==> src/rtl/i2c_bus_arbiter_pkg.sv <==
// Shared types for the I2C engine arbiter: FSM states, latched transaction and response records.
package i2c_pkg;

  localparam int I2C_ADDR_W = 7;
  localparam int I2C_DATA_W = 8;

  typedef enum logic [2:0] {
    ST_IDLE,
    ST_ISSUE,
    ST_WAIT_DONE,
    ST_RESP,
    ST_DRAIN
  } arb_state_t;

  typedef struct packed {
    logic [I2C_ADDR_W-1:0] addr;
    logic                  rw;
    logic [I2C_DATA_W-1:0] wdata;
  } i2c_txn_t;

  typedef struct packed {
    logic [I2C_DATA_W-1:0] rdata;
    logic                  ack_err;
    logic                  timeout;
  } i2c_rsp_t;

  // Index width for n requesters; a single requester still needs a 1-bit id.
  function automatic int id_width(input int n);
    return (n > 1) ? $clog2(n) : 1;
  endfunction

endpackage

==> src/rtl/i2c_bus_arbiter_if.sv <==
// Requester handshake, response and i2c_master engine signals of the arbiter.
interface i2c_bus_arbiter_if
  import i2c_pkg::*;
#(
  parameter int N_REQ = 2
);

  localparam int GID_W = id_width(N_REQ);

  logic [N_REQ-1:0]            req_valid;
  logic [N_REQ-1:0]            req_ready;
  logic [I2C_ADDR_W*N_REQ-1:0] req_addr;
  logic [N_REQ-1:0]            req_rw;
  logic [I2C_DATA_W*N_REQ-1:0] req_wdata;

  logic [N_REQ-1:0]            rsp_valid;
  logic [N_REQ-1:0]            rsp_ready;
  logic [I2C_DATA_W-1:0]       rsp_rdata;
  logic                        rsp_ack_err;
  logic                        rsp_timeout;

  logic                        m_start;
  logic [I2C_ADDR_W-1:0]       m_addr;
  logic                        m_rw;
  logic [I2C_DATA_W-1:0]       m_wdata;
  logic                        m_busy;
  logic                        m_done;
  logic                        m_ack_error;
  logic [I2C_DATA_W-1:0]       m_rdata;

  logic [GID_W-1:0]            grant_id;

  // Arbiter view.
  modport slave (
    input  req_valid, req_addr, req_rw, req_wdata, rsp_ready,
           m_busy, m_done, m_ack_error, m_rdata,
    output req_ready, rsp_valid, rsp_rdata, rsp_ack_err, rsp_timeout,
           m_start, m_addr, m_rw, m_wdata, grant_id
  );

  // Requesters plus engine view.
  modport master (
    output req_valid, req_addr, req_rw, req_wdata, rsp_ready,
           m_busy, m_done, m_ack_error, m_rdata,
    input  req_ready, rsp_valid, rsp_rdata, rsp_ack_err, rsp_timeout,
           m_start, m_addr, m_rw, m_wdata, grant_id
  );

endinterface

==> src/rtl/i2c_bus_arbiter_rr_arbiter.sv <==
// Combinational round-robin pick: first requester set at or above i_ptr, wrapping around.
module rr_arbiter #(
  parameter int N     = 2,
  parameter int IDX_W = i2c_pkg::id_width(N)
) (
  input  logic [N-1:0]     i_req,
  input  logic [IDX_W-1:0] i_ptr,
  output logic             o_grant_valid,
  output logic [IDX_W-1:0] o_grant_idx
);

  logic [N-1:0]   w_rot;
  logic [IDX_W-1:0] w_off;
  logic [IDX_W:0]   w_sum;

  // Rotating the doubled request vector puts the pointer's requester at bit 0.
  assign w_rot = N'({i_req, i_req} >> i_ptr);

  always_comb begin
    o_grant_valid = |i_req;
    w_off         = '0;
    for (int k = N - 1; k >= 0; k--) begin
      if (w_rot[k]) w_off = k[IDX_W-1:0];
    end
    w_sum = {1'b0, i_ptr} + {1'b0, w_off};
    if (w_sum >= (IDX_W+1)'(N)) w_sum = w_sum - (IDX_W+1)'(N);
    o_grant_idx = w_sum[IDX_W-1:0];
  end

endmodule

==> src/rtl/i2c_bus_arbiter.sv <==
// Round-robin owner of one i2c_master engine: grant, start, await done or timeout, return response.
module i2c_bus_arbiter
  import i2c_pkg::*;
#(
  parameter int N_REQ          = 2,
  parameter int TIMEOUT_CYCLES = 1000000,
  parameter int CNT_W          = $clog2(TIMEOUT_CYCLES + 1)
) (
  input  logic              clk,
  input  logic              rst,
  i2c_bus_arbiter_if.slave  bus
);

  localparam int GID_W = id_width(N_REQ);

  arb_state_t       r_state;
  arb_state_t       w_state_next;
  logic [GID_W-1:0] r_ptr;
  logic [GID_W-1:0] r_gid;
  logic [CNT_W-1:0] r_cnt;
  i2c_txn_t         r_txn;
  i2c_rsp_t         r_rsp;

  logic             w_grant_valid;
  logic [GID_W-1:0] w_grant_idx;
  logic             w_grant;
  logic             w_done_cap;
  logic             w_timeout;
  logic             w_rsp_hs;
  i2c_txn_t         w_sel_txn;

  rr_arbiter #(
    .N     (N_REQ),
    .IDX_W (GID_W)
  ) u_rr_arbiter (
    .i_req         (bus.req_valid),
    .i_ptr         (r_ptr),
    .o_grant_valid (w_grant_valid),
    .o_grant_idx   (w_grant_idx)
  );

  always_comb begin
    // NOTE: every combinational output gets a default first so no path leaves it unassigned (no latch).
    w_state_next = r_state;
    w_grant      = 1'b0;
    w_done_cap   = 1'b0;
    w_timeout    = 1'b0;
    w_rsp_hs     = 1'b0;
    unique case (r_state)
      ST_IDLE: begin
        if (w_grant_valid && !bus.m_busy) begin
          w_grant      = 1'b1;
          w_state_next = ST_ISSUE;
        end
      end
      ST_ISSUE: w_state_next = ST_WAIT_DONE;
      ST_WAIT_DONE: begin
        // A done arriving on the last allowed cycle beats the timeout.
        if (bus.m_done) begin
          w_done_cap   = 1'b1;
          w_state_next = ST_RESP;
        end else if (r_cnt == CNT_W'(TIMEOUT_CYCLES - 1)) begin
          w_timeout    = 1'b1;
          w_state_next = ST_RESP;
        end
      end
      ST_RESP: begin
        if (bus.rsp_ready[r_gid]) begin
          w_rsp_hs     = 1'b1;
          w_state_next = r_rsp.timeout ? ST_DRAIN : ST_IDLE;
        end
      end
      ST_DRAIN: begin
        if (!bus.m_busy) w_state_next = ST_IDLE;
      end
      default: w_state_next = ST_IDLE;
    endcase
  end

  always_comb begin
    w_sel_txn = '0;
    for (int i = 0; i < N_REQ; i++) begin
      if (w_grant_idx == GID_W'(i)) begin
        w_sel_txn.addr  = bus.req_addr[i*I2C_ADDR_W +: I2C_ADDR_W];
        w_sel_txn.rw    = bus.req_rw[i];
        w_sel_txn.wdata = bus.req_wdata[i*I2C_DATA_W +: I2C_DATA_W];
      end
    end
  end

  always_ff @(posedge clk) begin
    // NOTE: state registers use non-blocking assignments so all of them update from pre-edge values.
    if (rst) begin
      r_state <= ST_IDLE;
      r_ptr   <= '0;
      r_gid   <= '0;
      r_cnt   <= '0;
      // NOTE: the latched transaction and response drive outputs directly, so they are reset too.
      r_txn   <= '0;
      r_rsp   <= '0;
    end else begin
      r_state <= w_state_next;
      if (w_grant) begin
        r_gid <= w_grant_idx;
        r_txn <= w_sel_txn;
      end
      if (r_state == ST_ISSUE) begin
        r_cnt <= '0;
      end else if (r_state == ST_WAIT_DONE) begin
        r_cnt <= r_cnt + 1'b1;
      end
      if (w_done_cap) begin
        r_rsp <= '{rdata: bus.m_rdata, ack_err: bus.m_ack_error, timeout: 1'b0};
      end else if (w_timeout) begin
        r_rsp <= '{rdata: '0, ack_err: 1'b0, timeout: 1'b1};
      end
      if (w_rsp_hs) begin
        r_ptr <= (r_gid == GID_W'(N_REQ - 1)) ? '0 : r_gid + 1'b1;
      end
    end
  end

  always_comb begin
    bus.req_ready = '0;
    bus.rsp_valid = '0;
    if (w_grant && !rst) bus.req_ready[w_grant_idx] = 1'b1;
    if (r_state == ST_RESP) bus.rsp_valid[r_gid] = 1'b1;
  end

  assign bus.m_start     = (r_state == ST_ISSUE);
  assign bus.m_addr      = r_txn.addr;
  assign bus.m_rw        = r_txn.rw;
  assign bus.m_wdata     = r_txn.wdata;
  assign bus.rsp_rdata   = r_rsp.rdata;
  assign bus.rsp_ack_err = r_rsp.ack_err;
  assign bus.rsp_timeout = r_rsp.timeout;
  assign bus.grant_id    = r_gid;

endmodule

==> src/flat_wrapper.sv <==
// flat-port wrapper written by rule: the top's interface ports become plain ports
module i2c_bus_arbiter_flat import i2c_pkg::*;
#(
  parameter int N_REQ          = 2,
  parameter int TIMEOUT_CYCLES = 1000000,
  parameter int CNT_W          = $clog2(TIMEOUT_CYCLES + 1)
)
  (clk, rst, bus_req_valid, bus_req_addr, bus_req_rw, bus_req_wdata, bus_rsp_ready, bus_m_busy, bus_m_done, bus_m_ack_error, bus_m_rdata, bus_req_ready, bus_rsp_valid, bus_rsp_rdata, bus_rsp_ack_err, bus_rsp_timeout, bus_m_start, bus_m_addr, bus_m_rw, bus_m_wdata, bus_grant_id);
  i2c_bus_arbiter_if #(.N_REQ(N_REQ)) bus_i ();
  input  logic clk;
  input  logic rst;
  input wire logic [$bits(bus_i.req_valid)-1:0] bus_req_valid;
  input wire logic [$bits(bus_i.req_addr)-1:0] bus_req_addr;
  input wire logic [$bits(bus_i.req_rw)-1:0] bus_req_rw;
  input wire logic [$bits(bus_i.req_wdata)-1:0] bus_req_wdata;
  input wire logic [$bits(bus_i.rsp_ready)-1:0] bus_rsp_ready;
  input wire logic [$bits(bus_i.m_busy)-1:0] bus_m_busy;
  input wire logic [$bits(bus_i.m_done)-1:0] bus_m_done;
  input wire logic [$bits(bus_i.m_ack_error)-1:0] bus_m_ack_error;
  input wire logic [$bits(bus_i.m_rdata)-1:0] bus_m_rdata;
  output wire logic [$bits(bus_i.req_ready)-1:0] bus_req_ready;
  output wire logic [$bits(bus_i.rsp_valid)-1:0] bus_rsp_valid;
  output wire logic [$bits(bus_i.rsp_rdata)-1:0] bus_rsp_rdata;
  output wire logic [$bits(bus_i.rsp_ack_err)-1:0] bus_rsp_ack_err;
  output wire logic [$bits(bus_i.rsp_timeout)-1:0] bus_rsp_timeout;
  output wire logic [$bits(bus_i.m_start)-1:0] bus_m_start;
  output wire logic [$bits(bus_i.m_addr)-1:0] bus_m_addr;
  output wire logic [$bits(bus_i.m_rw)-1:0] bus_m_rw;
  output wire logic [$bits(bus_i.m_wdata)-1:0] bus_m_wdata;
  output wire logic [$bits(bus_i.grant_id)-1:0] bus_grant_id;
  assign bus_i.req_valid = bus_req_valid;
  assign bus_i.req_addr = bus_req_addr;
  assign bus_i.req_rw = bus_req_rw;
  assign bus_i.req_wdata = bus_req_wdata;
  assign bus_i.rsp_ready = bus_rsp_ready;
  assign bus_i.m_busy = bus_m_busy;
  assign bus_i.m_done = bus_m_done;
  assign bus_i.m_ack_error = bus_m_ack_error;
  assign bus_i.m_rdata = bus_m_rdata;
  assign bus_req_ready = bus_i.req_ready;
  assign bus_rsp_valid = bus_i.rsp_valid;
  assign bus_rsp_rdata = bus_i.rsp_rdata;
  assign bus_rsp_ack_err = bus_i.rsp_ack_err;
  assign bus_rsp_timeout = bus_i.rsp_timeout;
  assign bus_m_start = bus_i.m_start;
  assign bus_m_addr = bus_i.m_addr;
  assign bus_m_rw = bus_i.m_rw;
  assign bus_m_wdata = bus_i.m_wdata;
  assign bus_grant_id = bus_i.grant_id;
  i2c_bus_arbiter #(.N_REQ(N_REQ), .TIMEOUT_CYCLES(TIMEOUT_CYCLES), .CNT_W(CNT_W)) u_core (.clk(clk), .rst(rst), .bus(bus_i));
endmodule
==> config.mk <==
export PLATFORM = sky130hd
export DESIGN_NAME = i2c_bus_arbiter_flat
export DESIGN_NICKNAME = d
export VERILOG_FILES = /design/src/rtl/i2c_bus_arbiter_pkg.sv /design/src/rtl/i2c_bus_arbiter_if.sv /design/src/rtl/i2c_bus_arbiter_rr_arbiter.sv /design/src/rtl/i2c_bus_arbiter.sv /design/src/flat_wrapper.sv
export SDC_FILE = /design/constraint.sdc
export NUM_CORES = 1
export LEC_CHECK = 0
export CAP_MARGIN = 20
export CORE_MARGIN = 4
export CORE_UTILIZATION = 40
export CTS_BUF_LIST = sky130_fd_sc_hd__clkbuf_8
export DETAILED_ROUTE_END_ITERATION = 8
export DONT_BUFFER_PORTS = 1
export PLACE_DENSITY = 0.66
export SKIP_LAST_GASP = 1
export SLEW_MARGIN = 20
export SYNTH_ARGS = -nofsm -noshare
export SYNTH_HDL_FRONTEND = slang
export SYNTH_SLANG_ARGS = --single-unit
export TNS_END_PERCENT = 5
==> constraint.sdc <==
create_clock -name clk -period 2.8 [get_ports clk]
set_clock_uncertainty 0.1 [all_clocks]
set_input_delay 0.84 -clock clk [delete_from_list [all_inputs] [get_ports clk]]
set_output_delay 0.84 -clock clk [all_outputs]
set_load 0.01 [all_outputs]
==> out/results.ini, run 1 <==
[setup_path]
crit_slowest_cell = maj3_1
crit_required_ns = 1.86
cp-startpoint = bus_req_valid[0]
slowest_delay_ns = 0.44
cp-end-kind = output port
critPathLaunchType = input pin
critical_path_class = input pin to output port
cp_max_fo = 4
worstReg2RegStart = u_core.r_cnt[0]
critPathTopFamily = adder cells
crit_chain = inv_1 -> maj3_1 -> nor3b_2
cp_num_buf_inv = 1
critPathArrivalTime_ns = 1.60

[sta]
setup_violations = 0
max_freq_ghz = 0.3929
fin_crit_sh = 0.9089
rsz0062_at_grt = no
finalCriticalPeriod_ns = 2.545
hold_viol = 0
tightest_slew_ns = 0.4799
drv_slew = 0
tns_ns = 0
maxSlewHeadroom = 0.6794

[clock_tree]
cts_buffer_depth = 2
tritoncts = built
post_cts_buffers = 0
clkLatencyLatePin_ns = 0.30
cts_buffers = 5
path_clk_slew_ns = 0.09
cts-resized-gates = 0
postCtsHoldBufs = 0
root_buffer = clkbuf_8
htree_levels = 2
numClockSinks = 51

[pwr]
seq_power_share = 0.564
p_sw_frac = 0.2621
power.internal_mw = 1.062
clkPwrFrac = 0.321
vdd_drop_max_uv = 318.2
p_comb_frac = 0.115
p_leak_nw = 0.8522
p_sw_mw = 0.3772
p_per_area_nw_per_um2 = 565.3

[logic_synthesis]
ys_seq_elements = 51
synth_top_flop_cell = dfxtp_1
yosysWarningCount = 0
yosysTopAreaCell = dfxtp_1
synth_edf_count = 0
async_reset_ff_frac = 0
yosys-top-cells-count = dfxtp_1, nor2_1, a21oi_1
yosys-top-cells-area = dfxtp_1, mux2i_1, a211oi_1
syn_nets = 317
syn_area_sq_um = 2366
yosysTopAreaCellShare = 0.4315
yosysSeqAreaShare = 0.4315
synth_cell_types = 44
synth_most_common_cell = dfxtp_1
syn_inst = 267
avgSynthCellArea_sq_um = 8.861

[run]
max-cap-violations = 0

[finish]
final.fill_count = 572
final_cell_area_sq_um = 2546
n_antenna_cell = 0
area_growth_pct = 7.615
fin_nets = 312
layout-drive-gt1-share = 0.07985

[die]
die_h_um = 84.91
core_sq_um = 5608
start_util = 0.4219
die-area_sq_um = 7210
row_count = 27
io_pins = 81
die_w_um = 84.91

[min_path]
hold_start = u_core.r_cnt[1]
min-delay-path-class = flip-flop to flip-flop

[route]
wirelength_um = 5226
drt_iter0_markers = 59
route.detailed.drc = 0
wire_per_inst_um = 15.60
via_count = 1930
drtAntennaViolNets = 0
dr.pass1.iters = 4
vias_per_cell = 5.761

[place]
gp_congestion = 0.7307
port_buffers = 0
hpwl_um = 3856
place_area_sq_um = 2442

[global_route]
grt_pass1_vias = 1780
grt_pass1_wl_um = 8659
grt_max_degree = 36
grt_overflow = 0
grtUsageTotal = 0.1453
grt_antenna_before_repair = 0

[run_status]
outcome = complete, no violations

[flip-flops by register name, indices dropped and copies added (netlist names)]
| signal | cells |
|---|---|
| u_core.bus.rsp_timeout | 1 |
| u_core.bus.grant_id | 1 |
| u_core.r_ptr | 1 |
| u_core.bus.rsp_ack_err | 1 |
| u_core.r_state | 3 |
| u_core.bus.m_rw | 1 |
| u_core.bus.rsp_rdata | 8 |
| u_core.bus.m_wdata | 8 |
| u_core.bus.m_addr | 7 |
| u_core.r_cnt | 20 |
[final timing paths]
kind	cells past startpoint	slack [ns]	to
min	2	0.40	u_core.r_cnt[1]
max reg2reg	5	0.57	u_core.r_cnt[16]
min reg2reg	2	0.40	u_core.r_cnt[1]
max	3	0.26	bus_req_ready[0]
[final cells by class]
class | instances | area, sq um | area share
well taps | 72 | 90.09 | 0.03538
repair buffers | 6 | 45.04 | 0.01769
multi-input cells | 191 | 1260 | 0.4948
flip-flops and latches | 51 | 1021 | 0.4010
clock inverters | 1 | 7.507 | 0.002948
clock buffers | 7 | 96.34 | 0.03784
inverters | 7 | 26.28 | 0.01032
[layer usage]
layer | track usage | routed length [um] | vias to the layer above
li1 | - | - | 964
met1 | 0.1818 | 2287 | 887
met2 | 0.2327 | 2363 | 72
met3 | 0.05243 | 506 | 7
met4 | 0.04748 | 68 | 0
met5 | 0 | 0 | -
[tightest hold or removal path, cell delays in order (launching register included)]
cell     delay (ns)
dfxtp_1        0.34
nand2_1        0.06
a21oi_1        0.05
[cells by family (layout without fill, tap and decap cells)]
| group | Yosys count | in the layout | share of synthesized area |
|---|---|---|---|
| muxes | 18 | 18 | 0.07615 |
| xor gates and xnor gates | 10 | 10 | 0.03702 |
| DFF | 51 | 51 | 0.4315 |
| buffers and inverters | 25 | 21 | 0.04178 |
| and+or+nand+nor | 97 | 97 | 0.2285 |
| AOI/OAI and AO/OA | 64 | 64 | 0.1756 |
| adders and majority gates | 2 | 2 | 0.009518 |
[power groups by stage]
stage | clock [mW] | sequential (mW) | combinational, mW
global route | 0.502 | 0.819 | 0.188
finish | 0.462 | 0.812 | 0.165
global placement | 0 | 0.829 | 0.165
floorplan | 0 | 0.813 | 0.151
CTS | 0.475 | 0.813 | 0.168
detailed placement | 0 | 0.829 | 0.168
[stage by stage]
stage	power (mW)	setup slack [ns]	cells	utilization	hold slack, ns
2_1_floorplan	0.9641	-0.03037	267	-	0.3584
3_3_place_gp	0.9940	0.2252	327	0.4355	0.3741
3_5_place_dp	0.9963	0.2196	327	0.4355	0.3810
4_1_cts	1.456	0.2240	335	0.4540	0.3938
5_1_grt	1.508	0.1952	335	0.4540	0.4245
6_report	1.439	0.2550	335	0.4540	0.3960
[cells in the final DEF, fill, tap and decap left out, types with 4 or more instances in the layout]
master,count
inv_1,7
clkbuf_8,7
xor2_1,6
a21oi_1,20
a211oi_1,17
o31ai_1,9
nand2_1,18
buf_4,6
nand4_1,6
dfxtp_1,51
nor2_1,32
or3_1,10
o21ai_0,9
xnor2_1,4
and4_1,4
mux2i_1,18
(Power assumes the default switching activity.)
==> run 2, diff against run 1 <==
ABC_AREA = 1   (was not set)
==> run 2 against run 1 <==
- setup slack improved by 0.092 ns
- design area hardly changed
- non-clock buffer count decreased by 4
- highest routed layer unchanged
- hold slack got worse by 0.0074 ns
==> out/results.ini, run 2 <==
[route]
route.detailed.drc = 0  ; unchanged
via_count = 2120  ; +9.8%
wire_per_inst_um = 12.21  ; -22%
drt_iter0_markers = 124  ; +110%
dr.pass1.iters = 5  ; +1
drtAntennaViolNets = 0  ; unchanged
vias_per_cell = 4.965  ; -14%
wirelength_um = 5214  ; -0.23%

[logic_synthesis]
yosysTopAreaCellShare = 0.4338  ; +0.002294
yosys-top-cells-count = nand2_1, dfxtp_1, nor2_1
syn_inst = 351  ; +31%
yosys-top-cells-area = dfxtp_1, nand2_1, nand3_1
syn_nets = 401  ; +26%
synth_top_flop_cell = dfxtp_1
yosysSeqAreaShare = 0.4338  ; +0.002294
synth_most_common_cell = nand2_1
async_reset_ff_frac = 0  ; unchanged
synth_edf_count = 0  ; unchanged
yosysTopAreaCell = dfxtp_1
ys_seq_elements = 51  ; unchanged
synth_cell_types = 26  ; -41%
avgSynthCellArea_sq_um = 6.705  ; -24%
syn_area_sq_um = 2354  ; -0.53%
yosysWarningCount = 0  ; unchanged

[global_route]
grt_pass1_vias = 2095  ; +18%
top_usage_layer = met2
grt_overflow = 0  ; unchanged
use_met3 = 0.04024  ; -0.01219
grt_antenna_before_repair = 0  ; unchanged
met2_usage = 0.2512  ; +0.01851
grt_util_met1 = 0.1911  ; +0.009314
grt_pass1_wl_um = 9114  ; +5.3%
grt_max_degree = 18  ; -50%
grtUsageTotal = 0.1525  ; +0.007226

[finish]
largest_reg_flops = 20  ; unchanged
area_growth_pct = 8.134
layout-drive-gt1-share = 0.05352  ; -0.02633
fin_cells = 427  ; +27%
layout_common_cells = nand2_1, dfxtp_1, nor2_1
fin_nets = 404  ; +29%
layout_commonest_cell = nand2_1
final_cell_area_sq_um = 2545  ; about the same
n_antenna_cell = 0  ; unchanged
largest_register = u_core.r_cnt

[min_path]
min-delay-path-class = flip-flop to flip-flop
hold_start = u_core.r_cnt[3]
holdPathStages = 1  ; -1
min_to = u_core.r_cnt[3]

[clock_tree]
postCtsHoldBufs = 0  ; unchanged
htree_levels = 2  ; unchanged
root_buffer = clkbuf_8
numClockSinks = 51  ; unchanged
cts_buffers = 5  ; unchanged
clkLatencyLatePin_ns = 0.30  ; about the same
tritoncts = built
cts_buffer_depth = 2  ; unchanged
post_cts_buffers = 0  ; unchanged
path_clk_slew_ns = 0.09  ; about the same
cts-resized-gates = 0  ; unchanged

[sta]
tightest_slew_ns = 0.6334  ; +0.1535 ns
max_freq_ghz = 0.4077  ; +3.8%
tns_ns = 0  ; unchanged
maxSlewHeadroom = 0.5773  ; -0.1021
rsz0062_at_grt = no
finalCriticalPeriod_ns = 2.453  ; -0.09247 ns
setup_violations = 0  ; unchanged
fin_crit_sh = 0.8759  ; -0.03302
drv_slew = 0  ; unchanged
hold_viol = 0  ; unchanged

[setup_path]
reg2reg_to = u_core.r_cnt[18]
cp-end-kind = output port
cp_num_buf_inv = 1  ; unchanged
crit_slowest_cell = o21bai_1
slowest_delay_ns = 0.32  ; -0.12 ns
worstReg2RegStart = u_core.r_cnt[0]
critPathArrivalTime_ns = 1.51  ; -0.09 ns
crit_chain = o21bai_1 -> nor2_1 -> nand3_1 -> clkinv_1
ff2ff_setup_slack_ns = 1.02  ; +0.45 ns
critPathTopFamily = compound AO/OA/AOI/OAI gates
reg2reg_depth = 8  ; +3
critical_path_class = input pin to output port
critPathLaunchType = input pin
cp_max_fo = 3  ; -1
crit_required_ns = 1.86  ; about the same

[die]
die-area_sq_um = 7175  ; -0.48%
core_sq_um = 5608  ; unchanged
row_count = 27  ; unchanged
start_util = 0.4197  ; -0.002231
die_w_um = 84.71  ; -0.24%
io_pins = 81  ; unchanged
die_h_um = 84.71  ; -0.24%

[place]
placedCellCount = 419  ; +28%
place_area_sq_um = 2424  ; -0.77%
port_buffers = 0  ; unchanged
hpwl_um = 3950  ; +2.4%
gp_congestion = 0.8149  ; +12%

[run_status]
outcome = complete, no violations

[pwr]
seq_power_share = 0.511  ; -0.053
p_comb_frac = 0.187  ; +0.072
clkPwrFrac = 0.302  ; -0.019
power.internal_mw = 1.222  ; +15%
p_leak_nw = 1.003  ; +18%
p_sw_mw = 0.5832  ; +55%
p_sw_frac = 0.3231  ; +0.06104
vdd_drop_max_uv = 400.2  ; +26%
p_per_area_nw_per_um2 = 709.2  ; +25%

[run]
max-cap-violations = 0  ; unchanged

run 2: changes by cell type in the layout (fill, tap and decap cells not counted), moves of 9 or more:
cell,delta
or3_1,-10
nor2_1,+11
o31ai_1,-9
a211oi_1,-17
inv_1,+28
mux2i_1,-18
nand3_1,+39
nand2_1,+93
run 2: area by class of cell:
| cell class | count | area (sq um) |
|---|---|---|
| Fill cell | 614 | 3063 |
| Multi-Input combinational cell | 256 | 1155 |
| Sequential cell | 51 | 1021 |
| Inverter | 38 | 142.6 |
| Tap cell | 72 | 90.09 |
| Clock buffer | 6 | 82.58 |
| Clock inverter | 2 | 38.79 |
| Timing Repair Buffer | 2 | 15.01 |
run 2: metrics by stage:
| step | utilization | power, mW | hold slack (ns) | setup slack [ns] |
|---|---|---|---|---|
| finish | 0.4538 | 1.805 | 0.3885 | 0.3475 |
| global route | 0.4538 | 1.930 | 0.4003 | 0.2453 |
| CTS | 0.4538 | 1.833 | 0.3903 | 0.3260 |
| detailed placement | 0.4322 | 1.283 | 0.3667 | 0.3260 |
| global placement | 0.4322 | 1.276 | 0.3624 | 0.3606 |
| floorplan | - | 1.204 | 0.3436 | 0.2110 |
run 2: cells by family (layout without fill, tap and decap cells):
kind of cell             after synthesis  after routing  synth area share
AO/OA/AOI/OAI                         39             39           0.08560
XOR/XNOR                               4              4           0.01488
adder cells (fa/ha/maj)                1              1          0.005315
buffers and inverters                 44             48           0.07549
flip-flops                            51             51            0.4338
AND/OR/NAND/NOR                      212            212            0.3849
run 2: worst max path at each step:
stage,startpoint,slack [ns],cells past startpoint,to
finish,bus_req_valid[1],0.35,4,bus_req_ready[0]
global route,bus_req_valid[1],0.25,4,bus_req_ready[0]
CTS,bus_req_valid[1],0.33,4,bus_req_ready[0]
detailed placement,bus_req_valid[1],0.33,4,bus_req_ready[0]
global placement,bus_req_valid[1],0.36,4,bus_req_ready[0]
floorplan,bus_req_valid[1],0.21,5,bus_req_ready[0]
run 2: metal layers:
metal / vias up / routed length [um] / part of all wire
li1: 1121 / - / -
met1: 939 / 2328 / 0.45
met2: 52 / 2477 / 0.48
met3: 8 / 313 / 0.060
met4: 0 / 94 / 0.018
met5: - / 0 / 0
run 2: power groups by stage:
| stage | combinational [mW] | sequential (mW) | clock (mW) |
|---|---|---|---|
| floorplan | 0.285 | 0.919 | 0 |
| CTS | 0.344 | 0.924 | 0.564 |
| global route | 0.402 | 0.935 | 0.593 |
| finish | 0.338 | 0.922 | 0.545 |
| detailed placement | 0.343 | 0.940 | 0 |
| global placement | 0.335 | 0.941 | 0 |
==> run 3, diff against run 2 <==
SYNTH_HIERARCHICAL = 1   (was not set)
==> run 3 against run 2 <==
- sequential power decreased by 0.8%
- fmax fell by 0.90%
- die area grew 3.0%
- register-to-register slack improved by 0.08 ns
- sequential cell count is the same
==> out/results.ini, run 3 <==
[route]
drt_iter0_markers = 89  ; -28%
wire_per_inst_um = 12.24  ; +0.28%
via_count = 2191  ; +3.3%
route.detailed.drc = 0  ; unchanged
wl_met1_um = 2305  ; -0.99%
dr.pass1.iters = 4  ; -1
wl_met3_um = 480  ; +53%
wirelength_um = 5253  ; +0.75%
drtAntennaViolNets = 0  ; unchanged
vias_per_cell = 5.107  ; +2.9%
route.met2.wl_um = 2433  ; -1.8%
top_layer = met4

[clock_tree]
numClockSinks = 51  ; unchanged
htree_levels = 2  ; unchanged
cts_buffers = 5  ; unchanged
path_clk_slew_ns = 0.09  ; about the same
cts_buffer_depth = 2  ; unchanged
root_buffer = clkbuf_8
tritoncts = built
postCtsHoldBufs = 0  ; unchanged
cts-resized-gates = 0  ; unchanged
post_cts_buffers = 0  ; unchanged
clkLatencyLatePin_ns = 0.29  ; about the same

[sta]
setup_violations = 0  ; unchanged
max_freq_ghz = 0.4041  ; -0.90%
maxSlewHeadroom = 0.7518  ; +0.1745
fin_crit_sh = 0.8838  ; +0.007938
rsz0062_at_grt = no
drv_slew = 0  ; unchanged
tightest_slew_ns = 0.3719  ; -0.2615 ns
tns_ns = 0  ; unchanged
hold_viol = 0  ; unchanged
finalCriticalPeriod_ns = 2.475  ; +0.02223 ns

[finish]
layout_commonest_cell = nand2_1
final_cell_area_sq_um = 2639  ; +3.7%
fin_nets = 403  ; -0.25%
n_antenna_cell = 0  ; unchanged
fin_cells = 429  ; +0.47%
post-route-util = 0.4457  ; -0.008126
layout-drive-gt1-share = 0.07345  ; +0.01993
area_growth_pct = 8.488
layout_common_cells = nand2_1, nand3_1, dfxtp_1
largest_register = u_core/r_cnt
largest_reg_flops = 20  ; unchanged
final.fill_count = 613  ; -0.16%

[global_route]
grt_pass1_wl_um = 8625  ; -5.4%
grtUsageTotal = 0.1417  ; -0.01076
grt_overflow = 0  ; unchanged
grt_antenna_before_repair = 0  ; unchanged
grt_max_degree = 21  ; +3
grt_pass1_vias = 2013  ; -3.9%

[logic_synthesis]
syn_area_sq_um = 2432  ; +3.3%
synth_top_flop_cell = dfxtp_1
synthXorXnorAreaFrac = 0.01080  ; -0.004083
async_reset_ff_frac = 0  ; unchanged
yosysTopAreaCell = dfxtp_1
synth-compound-area-share = 0.07047  ; -0.01512
yosys-top-cells-count = nand2_1, nand3_1, dfxtp_1
yosysSeqAreaShare = 0.4198  ; -0.01406
yosys-mux-area-fraction = 0  ; unchanged
yosys.area_share.adder = 0.005144  ; -0.0001723
avgSynthCellArea_sq_um = 6.950  ; +3.6%
ys_seq_elements = 51  ; unchanged
yosys.area_share.simple = 0.4239  ; +0.03897
syn_nets = 400  ; -0.25%
synth_edf_count = 0  ; unchanged
yosysTopAreaCellShare = 0.4198  ; -0.01406
syn_inst = 350  ; -0.28%
synth_top_family_by_area = simple AND/OR/NAND/NOR gates
synth_cell_types = 31  ; +19%
synth_most_common_cell = nand2_1
yosysWarningCount = 6  ; +6
yosys-top-cells-area = dfxtp_1, nand2_1, nand3_1

[pwr]
clkPwrFrac = 0.301  ; about the same
seq_power_share = 0.475  ; -0.036
p_sw_frac = 0.3206  ; -0.002494
p_per_area_nw_per_um2 = 729.8  ; +2.9%
p_comb_frac = 0.224  ; +0.037
p_leak_nw = 1.036  ; +3.3%
power.internal_mw = 1.308  ; +7.1%
vdd_drop_max_uv = 328.9  ; -18%
p_sw_mw = 0.6175  ; +5.9%
fin_total_pwr_mw = 1.926  ; +6.7%

[place]
placedCellCount = 421  ; +0.48%
gp_congestion = 0.8362  ; +2.6%
hpwl_um = 4059  ; +2.8%
port_buffers = 0  ; unchanged
place_area_sq_um = 2506  ; +3.4%

[die]
die_h_um = 85.98  ; +1.5%
io_pins = 81  ; unchanged
core_sq_um = 5921  ; +5.6%
start_util = 0.4108  ; -0.008859
row_count = 28  ; +3.7%
die-area_sq_um = 7393  ; +3.0%
die_w_um = 85.98  ; +1.5%

[setup_path]
crit_required_ns = 1.86  ; about the same
cp_num_buf_inv = 1  ; unchanged
critPathTopFamily = simple AND/OR/NAND/NOR gates
crit_chain = or2_1 -> nand4_4 -> nor2_1 -> nand2_1 -> inv_2
reg2reg_depth = 6  ; -2
critPathArrivalTime_ns = 1.53  ; +0.02 ns
crit_slowest_cell = inv_2
cp-end-kind = output port
critPathLaunchType = input pin
cp_max_fo = 17  ; +14
critical_path_class = input pin to output port
path_depth = 5  ; +1
slowest_delay_ns = 0.24  ; -0.08 ns

[run]
max-cap-violations = 0  ; unchanged

[run_status]
outcome = complete, no violations

[min_path]
min-delay-path-class = flip-flop to flip-flop
holdPathStages = 2  ; +1

run 3: changes by cell type after synthesis, sizes merged, moves of 2 or more:
cell | previous run | this run
nand4 | 3 | 5
nand3b | 0 | 3
o21ai | 12 | 8
xor2 | 4 | 2
nand3 | 43 | 57
nor3 | 5 | 7
nand2 | 113 | 100
inv | 36 | 31
run 3: per-stage QoR:
stage | setup WS (ns) | hold slack [ns]
5_1_grt | 0.2307 | 0.4298
6_report | 0.3252 | 0.3907
4_1_cts | 0.3151 | 0.3928
3_5_place_dp | 0.3150 | 0.3768
2_1_floorplan | 0.2693 | 0.3436
3_3_place_gp | 0.3193 | 0.3598
run 3: logic make-up (layout without fill, tap and decap cells):
family / after synthesis / count (layout)
compound gates: 33 / 33
simple gates: 222 / 222
flops: 51 / 51
buf+inv: 40 / 44
xor+xnor: 3 / 3
fa+ha+maj: 1 / 1
run 3: routing by layer:
metal	GRT usage	vias to the layer above
met2	0.2313	79
met5	0	-
met1	0.1775	974
met3	0.04611	2
met4	0.04317	0
li1	-	1136
run 3: power groups by stage:
| stage | clock, mW | combinational (mW) | sequential, mW |
|---|---|---|---|
| after floorplan | 0 | 0.358 | 0.913 |
| after global placement | 0 | 0.424 | 0.932 |
| after detailed placement | 0 | 0.436 | 0.932 |
| after CTS | 0.604 | 0.436 | 0.917 |
| after global routing | 0.625 | 0.494 | 0.930 |
| final | 0.580 | 0.431 | 0.915 |
run 3: tightest hold or removal path, delay by kind of cell, from the launching register on:
kind / cells / cell delay [ns]
AND/OR/NAND/NOR: 1 / 0.06
flip-flops: 1 / 0.34
AO/OA/AOI/OAI: 1 / 0.05
run 3: worst paths after layout:
kind / start / to / slack [ns]
max: bus_req_valid[0] / bus_req_ready[1] / 0.33
min: u_core/r_cnt[16] / u_core/r_cnt[16] / 0.39
max reg2reg: u_core/r_state[1] / u_core/r_cnt[5] / 1.10
min reg2reg: u_core/r_cnt[16] / u_core/r_cnt[16] / 0.39
run 3: cell type report:
| class | instances | area, sq um | area share |
|---|---|---|---|
| clock buffer | 5 | 68.82 | 0.02608 |
| tap | 75 | 93.84 | 0.03556 |
| inverter | 32 | 120.1 | 0.04552 |
| clock inverter | 3 | 63.81 | 0.02418 |
| multi-input combinational | 259 | 1241 | 0.4704 |
| sequential | 51 | 1021 | 0.3869 |
| timing repair buffer | 4 | 30.03 | 0.01138 |
